===== src/rtl/dcache_req_arb_pkg.sv =====
// Shared types and widths for the dcache request arbiter.
package dcache_req_arb_pkg;

    localparam int unsigned DC_INDEX_W   = 6;
    localparam int unsigned DC_TAG_W     = 20;
    localparam int unsigned DC_OFFSET_W  = 6;
    localparam int unsigned DC_WSTRB_W   = 4;
    localparam int unsigned STARVE_CNT_W = 4;

    typedef enum logic [1:0] {
        ARB_IDLE = 2'd0,
        ARB_ADDR = 2'd1,
        ARB_DATA = 2'd2
    } arb_state_e;

    typedef enum logic {
        ARB_OWN_R0 = 1'b0,
        ARB_OWN_R1 = 1'b1
    } arb_owner_e;

    typedef struct packed {
        logic [1:0]             op;
        logic [DC_INDEX_W-1:0]  index;
        logic [DC_TAG_W-1:0]    tag;
        logic [DC_OFFSET_W-1:0] offset;
        logic [DC_WSTRB_W-1:0]  write_type;
        logic [31:0]            wdata;
    } dc_req_t;

endpackage


===== src/rtl/dcache_req_arb_if.sv =====
// Requester, cache-port and status signals of the dcache request arbiter.
interface dcache_req_arb_if;
    import dcache_req_arb_pkg::*;

    logic                   flush;

    logic                   r0_valid;
    logic [1:0]             r0_op;
    logic [DC_INDEX_W-1:0]  r0_index;
    logic [DC_TAG_W-1:0]    r0_tag;
    logic [DC_OFFSET_W-1:0] r0_offset;
    logic [DC_WSTRB_W-1:0]  r0_write_type;
    logic [31:0]            r0_wdata;
    logic                   r0_addr_ok;
    logic                   r0_data_ok;
    logic [31:0]            r0_rdata;

    logic                   r1_valid;
    logic [1:0]             r1_op;
    logic [DC_INDEX_W-1:0]  r1_index;
    logic [DC_TAG_W-1:0]    r1_tag;
    logic [DC_OFFSET_W-1:0] r1_offset;
    logic [DC_WSTRB_W-1:0]  r1_write_type;
    logic [31:0]            r1_wdata;
    logic                   r1_addr_ok;
    logic                   r1_data_ok;
    logic [31:0]            r1_rdata;

    logic                   valid;
    logic [1:0]             op;
    logic [DC_INDEX_W-1:0]  index;
    logic [DC_TAG_W-1:0]    tag;
    logic [DC_OFFSET_W-1:0] offset;
    logic [DC_WSTRB_W-1:0]  write_type;
    logic [31:0]            w_data_CPU;
    logic                   addr_valid;
    logic                   data_valid;
    logic [31:0]            r_data_CPU;

    logic                   busy;

    modport slave (
        input  flush,
        input  r0_valid, r0_op, r0_index, r0_tag, r0_offset, r0_write_type, r0_wdata,
        output r0_addr_ok, r0_data_ok, r0_rdata,
        input  r1_valid, r1_op, r1_index, r1_tag, r1_offset, r1_write_type, r1_wdata,
        output r1_addr_ok, r1_data_ok, r1_rdata,
        output valid, op, index, tag, offset, write_type, w_data_CPU,
        input  addr_valid, data_valid, r_data_CPU,
        output busy
    );

    modport master (
        output flush,
        output r0_valid, r0_op, r0_index, r0_tag, r0_offset, r0_write_type, r0_wdata,
        input  r0_addr_ok, r0_data_ok, r0_rdata,
        output r1_valid, r1_op, r1_index, r1_tag, r1_offset, r1_write_type, r1_wdata,
        input  r1_addr_ok, r1_data_ok, r1_rdata,
        input  valid, op, index, tag, offset, write_type, w_data_CPU,
        output addr_valid, data_valid, r_data_CPU,
        input  busy
    );

endinterface


===== src/rtl/dcache_req_arb_starve_cnt.sv =====
// Saturating count of requester-0 grants taken while requester 1 was waiting.
module arb_starve_cnt
    import dcache_req_arb_pkg::*;
#(
    parameter int unsigned LIMIT = 4
) (
    input  logic clk,
    input  logic rst,
    input  logic grant0,
    input  logic grant1,
    input  logic r1_pending,
    output logic at_limit
);

    localparam logic [STARVE_CNT_W-1:0] LIM = STARVE_CNT_W'(LIMIT);

    logic [STARVE_CNT_W-1:0] cnt_q, cnt_d;

    always_comb begin
        cnt_d = cnt_q;
        if (grant1) begin
            cnt_d = '0;
        end else if (grant0) begin
            if (!r1_pending)
                cnt_d = '0;
            else if (cnt_q != LIM)
                cnt_d = cnt_q + 1'b1;
        end
    end

    always_ff @(posedge clk or posedge rst) begin
        if (rst) cnt_q <= '0;
        else     cnt_q <= cnt_d;
    end

    assign at_limit = (cnt_q == LIM);

endmodule


===== src/rtl/dcache_req_arb.sv =====
// Two-requester arbiter/sequencer owning the single dcache request port.
module dcache_req_arb
    import dcache_req_arb_pkg::*;
#(
    parameter int unsigned STARVE_LIMIT = 4
) (
    input  logic               clk,
    input  logic               rst,
    dcache_req_arb_if.slave    bus_io
);

    arb_state_e state_q, state_d;
    arb_owner_e owner_q, owner_d;
    dc_req_t    req_q, req_d;

    logic cand0, pick1, grant0, grant1, at_limit;
    logic ack_addr, ack_data;

    arb_starve_cnt #(.LIMIT(STARVE_LIMIT)) u_starve (
        .clk        (clk),
        .rst        (rst),
        .grant0     (grant0),
        .grant1     (grant1),
        .r1_pending (bus_io.r1_valid),
        .at_limit   (at_limit)
    );

    // Requester 1 overrides fixed priority once it has been passed over STARVE_LIMIT times.
    assign cand0 = bus_io.r0_valid & ~bus_io.flush;
    assign pick1 = bus_io.r1_valid & (at_limit | ~cand0);

    always_comb begin
        state_d  = state_q;
        owner_d  = owner_q;
        req_d    = req_q;
        grant0   = 1'b0;
        grant1   = 1'b0;
        ack_addr = 1'b0;
        ack_data = 1'b0;
        unique case (state_q)
            ARB_IDLE: begin
                if (pick1) begin
                    grant1  = 1'b1;
                    owner_d = ARB_OWN_R1;
                    req_d   = '{op: bus_io.r1_op, index: bus_io.r1_index, tag: bus_io.r1_tag,
                                offset: bus_io.r1_offset, write_type: bus_io.r1_write_type,
                                wdata: bus_io.r1_wdata};
                    state_d = ARB_ADDR;
                end else if (cand0) begin
                    grant0  = 1'b1;
                    owner_d = ARB_OWN_R0;
                    req_d   = '{op: bus_io.r0_op, index: bus_io.r0_index, tag: bus_io.r0_tag,
                                offset: bus_io.r0_offset, write_type: bus_io.r0_write_type,
                                wdata: bus_io.r0_wdata};
                    state_d = ARB_ADDR;
                end
            end
            ARB_ADDR: begin
                if (bus_io.addr_valid) begin
                    ack_addr = 1'b1;
                    ack_data = bus_io.data_valid;
                    state_d  = bus_io.data_valid ? ARB_IDLE : ARB_DATA;
                end
            end
            ARB_DATA: begin
                if (bus_io.data_valid) begin
                    ack_data = 1'b1;
                    state_d  = ARB_IDLE;
                end
            end
            default: state_d = ARB_IDLE;
        endcase
    end

    always_ff @(posedge clk or posedge rst) begin
        if (rst) begin
            state_q <= ARB_IDLE;
            owner_q <= ARB_OWN_R0;
            req_q   <= '0;
        end else begin
            state_q <= state_d;
            owner_q <= owner_d;
            req_q   <= req_d;
        end
    end

    assign bus_io.valid      = (state_q == ARB_ADDR);
    assign bus_io.busy       = (state_q != ARB_IDLE);
    assign bus_io.op         = req_q.op;
    assign bus_io.index      = req_q.index;
    assign bus_io.tag        = req_q.tag;
    assign bus_io.offset     = req_q.offset;
    assign bus_io.write_type = req_q.write_type;
    assign bus_io.w_data_CPU = req_q.wdata;

    assign bus_io.r0_addr_ok = ack_addr & (owner_q == ARB_OWN_R0);
    assign bus_io.r1_addr_ok = ack_addr & (owner_q == ARB_OWN_R1);
    assign bus_io.r0_data_ok = ack_data & (owner_q == ARB_OWN_R0);
    assign bus_io.r1_data_ok = ack_data & (owner_q == ARB_OWN_R1);
    assign bus_io.r0_rdata   = bus_io.r0_data_ok ? bus_io.r_data_CPU : '0;
    assign bus_io.r1_rdata   = bus_io.r1_data_ok ? bus_io.r_data_CPU : '0;

endmodule

===== src/flat_wrapper.sv =====
// flat-port wrapper written by rule: the top's interface ports become plain ports
module dcache_req_arb_flat import dcache_req_arb_pkg::*;
#(
    parameter int unsigned STARVE_LIMIT = 4
)
  (clk, rst, bus_io_flush, bus_io_r0_valid, bus_io_r0_op, bus_io_r0_index, bus_io_r0_tag, bus_io_r0_offset, bus_io_r0_write_type, bus_io_r0_wdata, bus_io_r0_addr_ok, bus_io_r0_data_ok, bus_io_r0_rdata, bus_io_r1_valid, bus_io_r1_op, bus_io_r1_index, bus_io_r1_tag, bus_io_r1_offset, bus_io_r1_write_type, bus_io_r1_wdata, bus_io_r1_addr_ok, bus_io_r1_data_ok, bus_io_r1_rdata, bus_io_valid, bus_io_op, bus_io_index, bus_io_tag, bus_io_offset, bus_io_write_type, bus_io_w_data_CPU, bus_io_addr_valid, bus_io_data_valid, bus_io_r_data_CPU, bus_io_busy);
  dcache_req_arb_if bus_io_i ();
  input  logic clk;
  input  logic rst;
  input wire logic [$bits(bus_io_i.flush)-1:0] bus_io_flush;
  input wire logic [$bits(bus_io_i.r0_valid)-1:0] bus_io_r0_valid;
  input wire logic [$bits(bus_io_i.r0_op)-1:0] bus_io_r0_op;
  input wire logic [$bits(bus_io_i.r0_index)-1:0] bus_io_r0_index;
  input wire logic [$bits(bus_io_i.r0_tag)-1:0] bus_io_r0_tag;
  input wire logic [$bits(bus_io_i.r0_offset)-1:0] bus_io_r0_offset;
  input wire logic [$bits(bus_io_i.r0_write_type)-1:0] bus_io_r0_write_type;
  input wire logic [$bits(bus_io_i.r0_wdata)-1:0] bus_io_r0_wdata;
  output wire logic [$bits(bus_io_i.r0_addr_ok)-1:0] bus_io_r0_addr_ok;
  output wire logic [$bits(bus_io_i.r0_data_ok)-1:0] bus_io_r0_data_ok;
  output wire logic [$bits(bus_io_i.r0_rdata)-1:0] bus_io_r0_rdata;
  input wire logic [$bits(bus_io_i.r1_valid)-1:0] bus_io_r1_valid;
  input wire logic [$bits(bus_io_i.r1_op)-1:0] bus_io_r1_op;
  input wire logic [$bits(bus_io_i.r1_index)-1:0] bus_io_r1_index;
  input wire logic [$bits(bus_io_i.r1_tag)-1:0] bus_io_r1_tag;
  input wire logic [$bits(bus_io_i.r1_offset)-1:0] bus_io_r1_offset;
  input wire logic [$bits(bus_io_i.r1_write_type)-1:0] bus_io_r1_write_type;
  input wire logic [$bits(bus_io_i.r1_wdata)-1:0] bus_io_r1_wdata;
  output wire logic [$bits(bus_io_i.r1_addr_ok)-1:0] bus_io_r1_addr_ok;
  output wire logic [$bits(bus_io_i.r1_data_ok)-1:0] bus_io_r1_data_ok;
  output wire logic [$bits(bus_io_i.r1_rdata)-1:0] bus_io_r1_rdata;
  output wire logic [$bits(bus_io_i.valid)-1:0] bus_io_valid;
  output wire logic [$bits(bus_io_i.op)-1:0] bus_io_op;
  output wire logic [$bits(bus_io_i.index)-1:0] bus_io_index;
  output wire logic [$bits(bus_io_i.tag)-1:0] bus_io_tag;
  output wire logic [$bits(bus_io_i.offset)-1:0] bus_io_offset;
  output wire logic [$bits(bus_io_i.write_type)-1:0] bus_io_write_type;
  output wire logic [$bits(bus_io_i.w_data_CPU)-1:0] bus_io_w_data_CPU;
  input wire logic [$bits(bus_io_i.addr_valid)-1:0] bus_io_addr_valid;
  input wire logic [$bits(bus_io_i.data_valid)-1:0] bus_io_data_valid;
  input wire logic [$bits(bus_io_i.r_data_CPU)-1:0] bus_io_r_data_CPU;
  output wire logic [$bits(bus_io_i.busy)-1:0] bus_io_busy;
  assign bus_io_i.flush = bus_io_flush;
  assign bus_io_i.r0_valid = bus_io_r0_valid;
  assign bus_io_i.r0_op = bus_io_r0_op;
  assign bus_io_i.r0_index = bus_io_r0_index;
  assign bus_io_i.r0_tag = bus_io_r0_tag;
  assign bus_io_i.r0_offset = bus_io_r0_offset;
  assign bus_io_i.r0_write_type = bus_io_r0_write_type;
  assign bus_io_i.r0_wdata = bus_io_r0_wdata;
  assign bus_io_r0_addr_ok = bus_io_i.r0_addr_ok;
  assign bus_io_r0_data_ok = bus_io_i.r0_data_ok;
  assign bus_io_r0_rdata = bus_io_i.r0_rdata;
  assign bus_io_i.r1_valid = bus_io_r1_valid;
  assign bus_io_i.r1_op = bus_io_r1_op;
  assign bus_io_i.r1_index = bus_io_r1_index;
  assign bus_io_i.r1_tag = bus_io_r1_tag;
  assign bus_io_i.r1_offset = bus_io_r1_offset;
  assign bus_io_i.r1_write_type = bus_io_r1_write_type;
  assign bus_io_i.r1_wdata = bus_io_r1_wdata;
  assign bus_io_r1_addr_ok = bus_io_i.r1_addr_ok;
  assign bus_io_r1_data_ok = bus_io_i.r1_data_ok;
  assign bus_io_r1_rdata = bus_io_i.r1_rdata;
  assign bus_io_valid = bus_io_i.valid;
  assign bus_io_op = bus_io_i.op;
  assign bus_io_index = bus_io_i.index;
  assign bus_io_tag = bus_io_i.tag;
  assign bus_io_offset = bus_io_i.offset;
  assign bus_io_write_type = bus_io_i.write_type;
  assign bus_io_w_data_CPU = bus_io_i.w_data_CPU;
  assign bus_io_i.addr_valid = bus_io_addr_valid;
  assign bus_io_i.data_valid = bus_io_data_valid;
  assign bus_io_i.r_data_CPU = bus_io_r_data_CPU;
  assign bus_io_busy = bus_io_i.busy;
  dcache_req_arb #(.STARVE_LIMIT(STARVE_LIMIT)) u_core (.clk(clk), .rst(rst), .bus_io(bus_io_i));
endmodule

===== config.mk =====
export PLATFORM = sky130hd
export DESIGN_NAME = dcache_req_arb_flat
export DESIGN_NICKNAME = d
export VERILOG_FILES = /design/src/rtl/dcache_req_arb_pkg.sv /design/src/rtl/dcache_req_arb_if.sv /design/src/rtl/dcache_req_arb_starve_cnt.sv /design/src/rtl/dcache_req_arb.sv /design/src/flat_wrapper.sv
export SDC_FILE = /design/constraint.sdc
export NUM_CORES = 1
export LEC_CHECK = 0
export CAP_MARGIN = 20
export CELL_PAD_IN_SITES_DETAIL_PLACEMENT = 2
export CELL_PAD_IN_SITES_GLOBAL_PLACEMENT = 2
export CORE_UTILIZATION = 20
export CTS_BUF_LIST = sky130_fd_sc_hd__clkbuf_16
export DETAILED_ROUTE_END_ITERATION = 12
export PLACE_DENSITY_LB_ADDON = 0.15
export RECOVER_POWER = 100
export REMOVE_ABC_BUFFERS = 1
export SYNTH_ARGS = -nofsm -noshare
export SYNTH_HDL_FRONTEND = slang
export SYNTH_HIERARCHICAL = 1
export SYNTH_SLANG_ARGS = --single-unit

===== constraint.sdc =====
create_clock -name clk -period 2.7 [get_ports clk]
set_input_delay 0.54 -clock clk [delete_from_list [all_inputs] [get_ports clk]]
set_output_delay 0.54 -clock clk [all_outputs]
set_load 0.01 [all_outputs]

==> flow_summary.yaml, run 1 <==
clocking:
  path_clk_slew_ps: 60
  clock-root-buffer: "clkbuf_16"
  cts.sink_count: 77
  cts_tree: "done"
  ctsHtreeMaxLevel: 3
  numCtsBuffers: 9
  clk_latency_ps: 350
  cts_buffer_depth: 2
timing:
  worst_slew_pin_slew_ps: 1350
  hold_slack_ps: 533
  setup_tns_ps: 0
  slew_headroom: 0.0946
  grt_setup_unrepaired: "false"
  finalCritPeriodShare: 0.965
  fin_crit_ps: 2610
  clock.fmax_mhz: 384
  drv_slew: 0
  finalHoldViolations: 0
  setup_ws_ps: 93.6
  skew_ps: 7.45
  setup_violations: 0
global_routing:
  grt_use_met1: 0.222
  grt_max_degree: 141
  track_usage: 0.189
  grt_overflow: 0
  antenna_found_initial: 1
  grt_pass1_vias: 6804
  gr-usage-met3: 0.0561
  met2_usage: 0.334
  grt_first_pass_wirelength_um: 38600
  grt-busiest-layer: "met2"
synthesis:
  ys_seq_area_frac: 0.371
  synth-edff-count: 0
  ys_async_sr_fraction: 1.00
  synth_flop_cell: "dfrtp_1"
  synth_common_cells: "78 x inv_1, 77 x dfrtp_1, 75 x nand2_1, 70 x a22oi_1, 70 x o221a_2"
  netlist_area_sq_um: 5190
  synth_cells: 614
  yosysMostFrequentCell: "inv_1"
  synthDistinctLibCells: 36
  synth.area.top_cells: "dfrtp_1 37%, o221a_2 15%, a22oi_1 10%"
  ys_seq_elements: 77
  synth_top_area_cell: "dfrtp_1"
  avgSynthCellArea_sq_um: 8.45
  synth_top_area_share: 0.371
  synth_warnings: 6
detailed_routing:
  wl_per_cell_um: 20.2
  avgViaCountPerCell: 4.86
  drt_iter0_drc: 280
  drtPass1Iterations: 4
  vias: 6022
  drt-total-wl_um: 25000
  post-route-drc-count: 0
  antenna_left: 0
worst_setup_path:
  arrival_ps: 2070
  reg2reg_from: "u_core/state_q[1]"
  ff2ff_setup_slack_ps: 160
  crit_path_start_kind: "register"
  worst-setup-path-type: "register to output port"
  end_kind: "output port"
  path_max_fanout: 6
  setup.worst_path.start: "u_core/state_q[0]"
  crit_required_ps: 2160
status:
  status: "completed"
floorplan:
  core-area_sq_um: 25300
  io-pin-count: 319
  die-area_sq_um: 26600
  initial_core_util: 0.205
  dieHeight_um: 163
  placementRows: 58
  dieWidth_um: 163
placement:
  io_buffers: 318
  dp_hpwl_um: 17700
  pre_cts_slack_ps: -311
  place.gp.congestion: 0.788
final_layout:
  fin_nets: 1090
  area_growth_pct: 72.6
  nFillCells: 2796
  diodes: 0
  drive_above_1_share: 0.155
hold_path:
  hold_start: "u_core/bus_io.w_data_CPU[15]"
  min_path_type: "register to register"
power_and_ir_drop:
  ir_drop_mv: 0.296
  power_density_nw_per_um2: 826
  power_leakage_nw: 3.93
run:
  drv_cap: 0
==> cell usage in the layout, fill, tap and decap left out, types with 9 or more instances in the layout <==
| cell | Yosys | routed |
|---|---|---|
| dlygate4sd3_1 | 0 | 74 |
| o21ai_1 | 10 | 10 |
| o21ai_0 | 64 | 64 |
| buf_4 | 1 | 15 |
| clkbuf_1 | 31 | 10 |
| dfrtp_1 | 77 | 77 |
| clkbuf_2 | 0 | 19 |
| and2_1 | 64 | 56 |
| clkdlybuf4s50_1 | 0 | 176 |
| a22oi_1 | 70 | 70 |
| clkbuf_16 | 0 | 9 |
| clkdlybuf4s15_1 | 0 | 19 |
| inv_1 | 78 | 77 |
| o221a_2 | 70 | 70 |
| dlygate4sd2_1 | 0 | 23 |
| nand2_1 | 75 | 74 |
==> cell type report <==
class                      instances  area, sq um  area share
clock inverter                     6         87.6     0.00978
clock buffer                       9          225      0.0252
inverter                          79          298      0.0333
timing repair buffer             347         3280       0.366
sequential                        77         1930       0.215
multi-input combinational        391         2730       0.305
tap                              330          413      0.0461
==> flip-flops by register name, summed over array words and instances (netlist names) <==
name / count
u_core/bus_io.tag: 20
u_core/bus_io.write_type: 4
u_core/bus_io.w_data_CPU: 32
u_core/bus_io.op: 2
u_core/owner_q: 1
u_core/u_starve/cnt_q: 4
u_core/bus_io.offset: 6
u_core/bus_io.index: 6
u_core/state_q: 2
==> per-stage QoR <==
stage                     instances  power, mW  area, sq um  utilization
after floorplan                 547       4.02         4900            -
after global routing           1239       7.93         8950        0.354
after global placement         1216       6.20         8750        0.346
after CTS                      1239       7.81         9090        0.359
final                          1239       7.39         8950        0.354
after detailed placement       1216       6.37         8750        0.346
==> repair_timing <==
| item | CTS | global route |
|---|---|---|
| buffers inserted | 5 | 0 |
| resized for setup | 83 | 73 |
| pin swaps | 2 | 0 |
| setup endpoints to repair | 66 | 62 |
| cloned | 3 | 0 |
| hold buffers | 0 | 0 |
==> power by group <==
group | total (mW) | leakage, nW | switching, mW | internal, mW
Combinational | 4.02 | 2.92 | 1.97 | 2.06
Sequential | 2.04 | 0.869 | 0.316 | 1.72
Clock | 1.33 | 0.146 | 0.524 | 0.805
==> cells by family (layout without fill, tap and decap cells) <==
| kind of cell | after synthesis | after routing | share of synthesized area |
|---|---|---|---|
| AO/OA/AOI/OAI | 225 | 225 | 0.339 |
| multiplexers | 1 | 1 | 0.00217 |
| buffers and inverters | 146 | 441 | 0.113 |
| adder cells (fa/ha/maj) | 6 | 6 | 0.0145 |
| AND/OR/NAND/NOR | 159 | 159 | 0.160 |
| flip-flops | 77 | 77 | 0.371 |
==> worst max-delay path: stages, from the launching register on <==
cell	delay, ps
dfrtp_1	380
buf_4	140
ha_2	200
a21oi_4	190
nor3_4	70
buf_4	160
buf_4	150
and2_1	160
dlygate4sd2_1	280
==> layer usage <==
layer	wire length [um]	part of all wire	up-vias
li1	-	-	2761
met1	10000	0.40	3003
met2	12600	0.50	236
met3	2150	0.086	20
met4	298	0.012	2
met5	13	0.00052	-
==> final timing paths <==
path                            cells past startpoint                           end
worst max-delay path                                8            bus_io_r0_rdata[9]
worst min-delay path                                2  u_core/bus_io.w_data_CPU[15]
worst max register to register                      6   u_core/bus_io.w_data_CPU[7]
worst min register to register                      2  u_core/bus_io.w_data_CPU[15]
max in group asynchronous                           3          u_core/bus_io.tag[8]
min in group asynchronous                           2      u_core/u_starve/cnt_q[2]
(Power assumes the default switching activity.)
==> run 2: changes to the inputs <==
--- a/config.mk
+++ b/config.mk
@@ -8,6 +8,7 @@
 export CAP_MARGIN = 20
 export CELL_PAD_IN_SITES_DETAIL_PLACEMENT = 2
 export CELL_PAD_IN_SITES_GLOBAL_PLACEMENT = 2
+export CORE_ASPECT_RATIO = 0.8
 export CORE_UTILIZATION = 20
 export CTS_BUF_LIST = sky130_fd_sc_hd__clkbuf_16
 export DETAILED_ROUTE_END_ITERATION = 12
==> flow_summary.yaml, run 2 (same netlist as run 1, synthesis figures left out) <==
timing:
  setup_violations: 0
  skew_ps: 14.6
  setup_ws_ps: 104
  clock.fmax_mhz: 385
  worst_slew_pin_slew_ps: 1160
  drv_slew: 0
  slew_headroom: 0.222
  finalHoldViolations: 0
  finalCritPeriodShare: 0.961
  setup_tns_ps: 0
  hold_slack_ps: 530
  fin_crit_ps: 2600
final_layout:
  largest_reg_flops: 32
  drive_above_1_share: 0.160
  diodes: 0
  area_growth_pct: 71.7
  final_cell_mix: "185 x clkdlybuf4s50_1, 77 x inv_1, 77 x dfrtp_1"
  layout_commonest_cell: "clkdlybuf4s50_1"
  fin_nets: 1090
power_and_ir_drop:
  power_density_nw_per_um2: 827
  ir_drop_mv: 0.512
  power_mw: 7.36
  power_leakage_nw: 3.95
worst_setup_path:
  crit_path_start_kind: "input pin"
  critPathSlowestCell: "clkdlybuf4s50_1"
  crit_path_cell_trace: "clkdlybuf4s50_1, a21oi_4, nor3_4, buf_12, and2_1, dlygate4sd2_1"
  cpPeakStageDelay_ps: 560
  crit_required_ps: 2160
  arrival_ps: 2060
  end_kind: "output port"
  ff2ff_setup_slack_ps: 580
  worst-setup-path-type: "input pin to output port"
  path_max_fanout: 33
clocking:
  cts.sink_count: 77
  clk_latency_ps: 350
  cts_tree: "done"
  numCtsBuffers: 9
  cts_buffer_depth: 2
  clock-root-buffer: "clkbuf_16"
  ctsHtreeMaxLevel: 3
  path_clk_slew_ps: 60
floorplan:
  dieHeight_um: 146
  die-area_sq_um: 26600
  initial_core_util: 0.204
  core-area_sq_um: 25400
  dieWidth_um: 182
  io-pin-count: 319
  placementRows: 52
detailed_routing:
  wl_per_cell_um: 20.4
  post-route-drc-count: 0
  drt_iter0_drc: 315
  antenna_left: 0
  avgViaCountPerCell: 4.81
  drtPass1Iterations: 4
  vias: 5931
  drt-total-wl_um: 25200
status:
  status: "completed"
global_routing:
  track_usage: 0.189
  antenna_found_initial: 0
  grt_first_pass_wirelength_um: 38900
  grt_max_degree: 90
  grt_overflow: 0
  grt_pass1_vias: 6643
placement:
  io_buffers: 318
  dp_hpwl_um: 18300
  pre_cts_slack_ps: -168
  place.gp.congestion: 0.833
hold_path:
  min_path_type: "register to register"
run:
  drv_cap: 0
==> run 2: cell count changes in the layout (fill, tap and decap cells not counted), sizes merged <==
cell,previous run,this run
dlygate4sd2,23,33
bufinv,2,1
buf,24,26
clkdlybuf4s15,19,1
inv,79,80
dlygate4sd3,74,66
clkdlybuf4s50,176,185
clkbuf,40,45
clkinv,1,3
clkinvlp,3,1
==> run 2: power breakdown <==
group	internal, mW	switching, mW	leakage, nW
logic	2.10	1.97	2.94
registers	1.72	0.336	0.869
clock network	0.712	0.525	0.143
==> run 2: final timing paths <==
| check | start | endpoint | depth (start not counted) |
|---|---|---|---|
| max | bus_io_addr_valid | bus_io_r0_rdata[24] | 6 |
| min | u_core/bus_io.index[4] | u_core/bus_io.index[4] | 2 |
| max reg2reg | u_core/u_starve/cnt_q[0] | u_core/u_starve/cnt_q[3] | 7 |
| min reg2reg | u_core/bus_io.index[4] | u_core/bus_io.index[4] | 2 |
| max in group asynchronous | rst | u_core/bus_io.w_data_CPU[6] | 3 |
| min in group asynchronous | rst | u_core/u_starve/cnt_q[3] | 2 |
==> run 2: final cells by class <==
type | count | area (sq um)
Fill cell | 2879 | 16500
Timing Repair Buffer | 347 | 3270
Multi-Input combinational cell | 391 | 2730
Sequential cell | 77 | 1930
Tap cell | 324 | 405
Inverter | 79 | 298
Clock buffer | 9 | 225
Clock inverter | 6 | 61.3
==> run 2: routing by layer <==
metal | GRT usage | routed length, um | vias up
li1 | - | - | 2761
met1 | 0.238 | 11000 | 2959
met2 | 0.325 | 12500 | 182
met3 | 0.0432 | 1270 | 27
met4 | 0.0500 | 372 | 2
met5 | 0 | 6 | -
==> run 2: metrics by stage <==
stage,area (sq um),util,instances
6_report,8910,0.351,1233
5_1_grt,8910,0.351,1233
4_1_cts,9070,0.357,1233
3_5_place_dp,8780,0.346,1213
3_3_place_gp,8780,0.346,1213
2_1_floorplan,4900,-,547
==> run 2: critical path, delay by kind of cell <==
| kind | cells | cell delay (ps) |
|---|---|---|
| buffers and inverters | 3 | 1070 |
| AO/OA/AOI/OAI | 1 | 100 |
| AND/OR/NAND/NOR | 2 | 340 |
==> run 2: what timing repair did <==
item                                   CTS  global route
setup buffers                            4             0
cloned                                   1             0
hold buffers                             0             0
setup endpoints to repair               66            38
pin swaps                                2             1
gates resized for setup                 73            69
endpoints found under the hold margin    0             0
==> run 3: changes to the inputs <==
--- a/config.mk
+++ b/config.mk
@@ -12,6 +12,7 @@
 export CORE_UTILIZATION = 20
 export CTS_BUF_LIST = sky130_fd_sc_hd__clkbuf_16
 export DETAILED_ROUTE_END_ITERATION = 12
+export GPL_TIMING_DRIVEN = 1
 export PLACE_DENSITY_LB_ADDON = 0.15
 export RECOVER_POWER = 100
 export REMOVE_ABC_BUFFERS = 1
==> results of run 3 <==
The final DEF is identical to that of run 2; final timing and power are the same.
